**src/rtl/duck_hit_ctl.sv**
```systemverilog
// duck_hit_ctl: judges each new mouse click against the duck bounding box and
// tracks shots-per-duck, saturating score and the cooldown/hold timers.
module duck_hit_ctl #(
  parameter int DUCK_WIDTH      = 96,
  parameter int DUCK_HEIGHT     = 32,
  parameter int SHOTS_PER_DUCK  = 3,
  parameter int SCORE_W         = 10,
  parameter int COOLDOWN_CYCLES = 650000,
  parameter int HOLD_CYCLES     = 6500000
) (
  input  logic               clk,
  input  logic               rst,
  input  logic               game_enable,
  input  logic [11:0]        mouse_xpos,
  input  logic [11:0]        mouse_ypos,
  input  logic               mouse_left,
  input  logic [11:0]        duck_xpos,
  input  logic [11:0]        duck_ypos,
  output logic               shot_fired,
  output logic               target_killed,
  output logic               duck_escaped,
  output logic [1:0]         shots_left,
  output logic [SCORE_W-1:0] score
);

  typedef enum logic [2:0] {IDLE, ARMED, EVAL, COOLDOWN, KILLED, ESCAPED} state_t;

  localparam int TIMER_MAX = (COOLDOWN_CYCLES > HOLD_CYCLES) ? COOLDOWN_CYCLES : HOLD_CYCLES;
  localparam int TW        = $clog2(TIMER_MAX + 1);

  localparam logic [TW-1:0] COOL_LOAD  = TW'(COOLDOWN_CYCLES - 1);
  localparam logic [TW-1:0] HOLD_LOAD  = TW'(HOLD_CYCLES - 1);
  localparam logic [1:0]    SHOTS_INIT = 2'(SHOTS_PER_DUCK);
  localparam logic [12:0]   W13        = 13'(DUCK_WIDTH);
  localparam logic [12:0]   H13        = 13'(DUCK_HEIGHT);

  state_t state, state_nxt;
  logic [TW-1:0]      timer, timer_nxt;
  logic               btn_q;
  logic               click_rise;
  logic [11:0]        mx_q, my_q, dx_q, dy_q;
  logic               hit;
  logic               shot_nxt, kill_nxt, esc_nxt;
  logic [1:0]         shots_nxt;
  logic [SCORE_W-1:0] score_nxt;

  assign click_rise = mouse_left & ~btn_q;

  // 13-bit compare so duck x + width cannot wrap past the 12-bit screen range.
  assign hit = ({1'b0, mx_q} >= {1'b0, dx_q}) && ({1'b0, mx_q} < ({1'b0, dx_q} + W13)) &&
               ({1'b0, my_q} >= {1'b0, dy_q}) && ({1'b0, my_q} < ({1'b0, dy_q} + H13));

  // NOTE: all sequential state uses non-blocking assignments so every register samples pre-edge values.
  always_ff @(posedge clk) begin
    if (rst) begin
      state         <= IDLE;
      timer         <= '0;
      btn_q         <= 1'b0;
      shot_fired    <= 1'b0;
      target_killed <= 1'b0;
      duck_escaped  <= 1'b0;
      shots_left    <= SHOTS_INIT;
      score         <= '0;
    end else begin
      state         <= state_nxt;
      timer         <= timer_nxt;
      btn_q         <= mouse_left;
      shot_fired    <= shot_nxt;
      target_killed <= kill_nxt;
      duck_escaped  <= esc_nxt;
      shots_left    <= shots_nxt;
      score         <= score_nxt;
    end
  end

  // NOTE: snapshot registers carry no reset; EVAL is only ever entered right after a capture.
  always_ff @(posedge clk) begin
    if (state == ARMED && click_rise) begin
      mx_q <= mouse_xpos;
      my_q <= mouse_ypos;
      dx_q <= duck_xpos;
      dy_q <= duck_ypos;
    end
  end

  // NOTE: every always_comb output gets a default first so no path infers a latch.
  always_comb begin
    state_nxt = state;
    if (!game_enable) begin
      state_nxt = IDLE;
    end else begin
      case (state)
        IDLE:     state_nxt = ARMED;
        ARMED:    if (click_rise) state_nxt = EVAL;
        EVAL: begin
          if (hit)                  state_nxt = KILLED;
          else if (shots_left > 2'd1) state_nxt = COOLDOWN;
          else                      state_nxt = ESCAPED;
        end
        COOLDOWN, KILLED, ESCAPED: if (timer == '0) state_nxt = ARMED;
        default:  state_nxt = IDLE;
      endcase
    end
  end

  // Disabling the game freezes score/shots and suppresses any pending EVAL result.
  always_comb begin
    shot_nxt  = 1'b0;
    kill_nxt  = 1'b0;
    esc_nxt   = 1'b0;
    shots_nxt = shots_left;
    score_nxt = score;
    timer_nxt = timer;
    if (game_enable) begin
      case (state)
        IDLE: begin
          score_nxt = '0;
          shots_nxt = SHOTS_INIT;
          timer_nxt = '0;
        end
        EVAL: begin
          shot_nxt  = 1'b1;
          shots_nxt = shots_left - 2'd1;
          if (hit) begin
            kill_nxt  = 1'b1;
            timer_nxt = HOLD_LOAD;
            if (score != '1) score_nxt = score + 1'b1;
          end else if (shots_left > 2'd1) begin
            timer_nxt = COOL_LOAD;
          end else begin
            esc_nxt   = 1'b1;
            timer_nxt = HOLD_LOAD;
          end
        end
        COOLDOWN: if (timer != '0) timer_nxt = timer - 1'b1;
        KILLED, ESCAPED: begin
          if (timer == '0) shots_nxt = SHOTS_INIT;
          else             timer_nxt = timer - 1'b1;
        end
        default: ;
      endcase
    end
  end

endmodule

```
**config.mk**
```make
export PLATFORM = sky130hd
export DESIGN_NAME = duck_hit_ctl
export DESIGN_NICKNAME = d
export VERILOG_FILES = /design/src/rtl/duck_hit_ctl.sv
export SDC_FILE = /design/constraint.sdc
export NUM_CORES = 1
export LEC_CHECK = 0
export ABC_CLOCK_PERIOD_IN_PS = 6950
export BUFFER_PORTS_ARGS = -buffer_cell sky130_fd_sc_hd__buf_2
export CAP_MARGIN = 20
export CORE_AREA = 2 2 113 115
export CTS_CLUSTER_SIZE = 16
export DETAILED_ROUTE_END_ITERATION = 8
export DIE_AREA = 0 0 115 117
export GPL_TIMING_DRIVEN = 1
export REMOVE_ABC_BUFFERS = 1
export SYNTH_ARGS = -nofsm -noshare
export SYNTH_HDL_FRONTEND = slang
export SYNTH_SLANG_ARGS = --single-unit
```
**constraint.sdc**
```tcl
create_clock -name clk -period 6.95 [get_ports clk]
set_input_delay 1.39 -clock clk [delete_from_list [all_inputs] [get_ports clk]]
set_output_delay 1.39 -clock clk [all_outputs]
set_load 0.05 [all_outputs]
```
==> impl_metrics.yaml <==
setup_path:
  slowest_stage: "nor4b_4"
  cp.required_ns: 7.18
  crit_start: "dx_q[5]"
  worst-endpoint-arrival_ns: 3.74
  critical_path.cell_chain: "inv_1 -> ha_1 -> nor3_1 -> nand3_1 -> xnor2_1 -> ha_1 -> a21oi_1 -> nand4_1 -> o21ai_0 -> nor4b_4 -> and2b_1 -> o21ai_2 -> a211o_1"
  critPathMaxStageDelay_ns: 0.57
  timing.reg2reg.setup_slack_ns: 3.44
  crit_type: "flop to flop"
  crit_fanout: 10
  path_common_cell: "ha_1"
  critical_path.endpoint_type: "flop"
  startpoint_type: "flop"
  worst_r2r_startpoint: "dx_q[5]"
timing:
  timing.fmax_mhz: 285
  slew_headroom: 0.344
  finalSetupViolations: 0
  aggregate_negative_setup_slack_ns: 0
  worst_slew_pin_slew_ns: 0.981
  fin_ws_ns: 3.44
  grt_setup_unrepaired: "false"
  hold_viol_final: 0
  finalWorstPathRequiredPeriod_ns: 3.51
  final_max_slew_viol_count: 0
  post-route-period-util: 0.505
  clock-skew-final_ns: 0.00741
place:
  globalplace.congestion: 0.881
  post-place-ws_ns: 3.51
  port-buffer-count: 66
  detailed_place_hpwl_mm: 7.84
global_route:
  first_pass_grt_wire_length_mm: 17.5
  global_route.usage.total: 0.167
  grt.overflow.total: 0
  grt_antenna_before_repair: 0
  grt_pass1_vias: 3789
  grt_max_degree: 49
min_path:
  hold_path.startpoint: "timer[22]"
  hold_path_class: "flop to flop"
yosys:
  syn_inst: 486
  synth.cell_area_um2: 4830
  yosys_warnings: 0
  yosys.cell_count.top_type: "edfxtp_1"
  synth_cell_types: 62
  most_frequent_cells_after_synthesis: "edfxtp_1 (48), ha_1 (43), dfxtp_1 (42), nor2_1 (40)"
  synth.largest_area_cell: "edfxtp_1"
  post_synth_main_area_contributors: "edfxtp_1 (30%), dfxtp_1 (17%), ha_1 (11%)"
  syn_avg_cell_area_um2: 9.94
  synth_enable_flop_cells: 48
  seq_area_frac_synth: 0.472
  synth_top_area_share: 0.298
  post_synthesis_sequential_element_count: 90
  ys_dominant_reg_cell: "edfxtp_1"
  synth-async-reset-ratio: 0
clock_network:
  tritoncts: "done"
  clkLatencyLatePin_ns: 0.34
  post_cts_resize_count: 0
  cts-buffers-inserted: 9
  clk_pin_slew_worst_paths_ns: 0.06
  cts-root-to-sink-buffers: 2
  htreeDepth: 3
  cts.repair_timing.setup_buffer_count: 0
  cts_hold_repair.buffers: 0
  tritoncts_num_sinks: 90
  clock-root-buffer: "clkbuf_16"
drt:
  drt_drc_violations_left: 0
  drt_iter0_drc: 262
  vias: 3824
  drt-total-wl_mm: 10.7
  drtPass1Iterations: 5
  vias_per_cell: 5.40
  antenna_left: 0
  wl_per_cell_um: 15.1
power_and_ir_drop:
  powerDensity_nw_per_um2: 224
  total_power_mw: 1.27
  irDropWorstVdd_mv: 0.122
  cellLeakagePower_nw: 2.40
outcome:
  run_status: "completed"
die:
  initial_cell_density_of_the_core: 0.392
  ioPinCount: 67
  die_area_um2: 13500
  design.core.area_um2: 12300
  die_w_um: 115
  floorplan.die.height_um: 117
  std_cell_rows: 41
cells_and_area:
  post_route_cells_drive_above_1_share: 0.176
  fillCellCount: 1181
  antennaDiodeCount: 0
  layout.nets: 649
  area_growth_pct: 17.0
flow_run:
  cap_viol_max_count: 0
[layout by cell type, fill, tap and decap left out, types with 2 or more instances in the layout]
cell / instances
a211oi_1: 5
a21o_1: 11
a21oi_1: 37
a22oi_1: 2
a31oi_1: 6
and2_1: 2
and3_1: 2
buf_2: 66
bufinv_16: 2
clkbuf_1: 3
clkbuf_16: 10
dfxtp_1: 42
edfxtp_1: 48
ha_1: 43
inv_1: 32
nand2_1: 37
nand2b_1: 6
nand3_1: 28
nand4_1: 4
nor2_1: 40
nor2b_1: 5
nor3_1: 9
nor3b_1: 4
nor4_1: 6
nor4b_4: 2
o2111ai_1: 2
o21a_1: 5
o21ai_0: 23
o21ai_1: 4
o21bai_1: 2
o22ai_1: 3
o31a_1: 2
o31ai_1: 8
or2_2: 5
or3_1: 2
or4_1: 3
xnor2_1: 13
xor2_1: 5
[per-layer routing]
| layer | share of wire | up-vias | track usage |
|---|---|---|---|
| li1 | - | 1921 | - |
| met1 | 0.45 | 1787 | 0.199 |
| met5 | 0 | - | 0 |
| met4 | 0.021 | 0 | 0.0723 |
| met2 | 0.49 | 96 | 0.282 |
| met3 | 0.048 | 20 | 0.0479 |
[power by group]
group / internal, mW / total, mW / switching, mW
combinational: 0.0603 / 0.149 / 0.0887
sequential: 0.577 / 0.590 / 0.0139
clock: 0.335 / 0.529 / 0.193
total: 0.972 / 1.27 / 0.296
[stage by stage]
step / cells / cell area [µm²] / util / hold slack (ns)
floorplan: 476 / 4790 / - / 0.443
global placement: 693 / 5330 / 0.433 / 0.461
detailed placement: 693 / 5330 / 0.433 / 0.481
CTS: 708 / 5650 / 0.459 / 0.491
global route: 708 / 5650 / 0.459 / 0.554
finish: 708 / 5650 / 0.459 / 0.497
[layout make-up]
class	instances	area, µm²	area share
well taps	150	188	0.0332
clock buffers	13	262	0.0463
clock inverters	2	60.1	0.0106
repair buffers	67	338	0.0598
multi-input cells	353	2400	0.424
inverters	33	124	0.0219
flip-flops and latches	90	2280	0.404
[state kept, by name, summed over array words and instances, names as in the netlist]
signal         cells
btn_q              1
duck_escaped       1
dx_q              12
dy_q              12
mx_q              12
my_q              12
score             10
shot_fired         1
shots_left         2
state              3
target_killed      1
timer             23
[critical path, delay by kind of cell (launching register included)]
| family | cells | cell delay [ns] |
|---|---|---|
| compound gates | 4 | 0.91 |
| xor+xnor | 1 | 0.15 |
| fa+ha+maj | 2 | 0.50 |
| buf+inv | 1 | 0.09 |
| flops | 1 | 0.40 |
| simple gates | 5 | 1.34 |
[logic make-up after synthesis]
logic type,after synthesis,share of synthesized area
compound gates,125,0.166
xor+xnor,18,0.0326
fa+ha+maj,43,0.111
buf+inv,43,0.0337
flops,90,0.472
simple gates,167,0.184
[path summary, 6_finish.rpt]
kind | endpoint | cells past startpoint
worst min register to register | timer[22] | 2
worst max register to register | score[2] | 13
worst max-delay path | score[2] | 13
worst min-delay path | timer[22] | 2
Power figures use the tool's default switching activity.
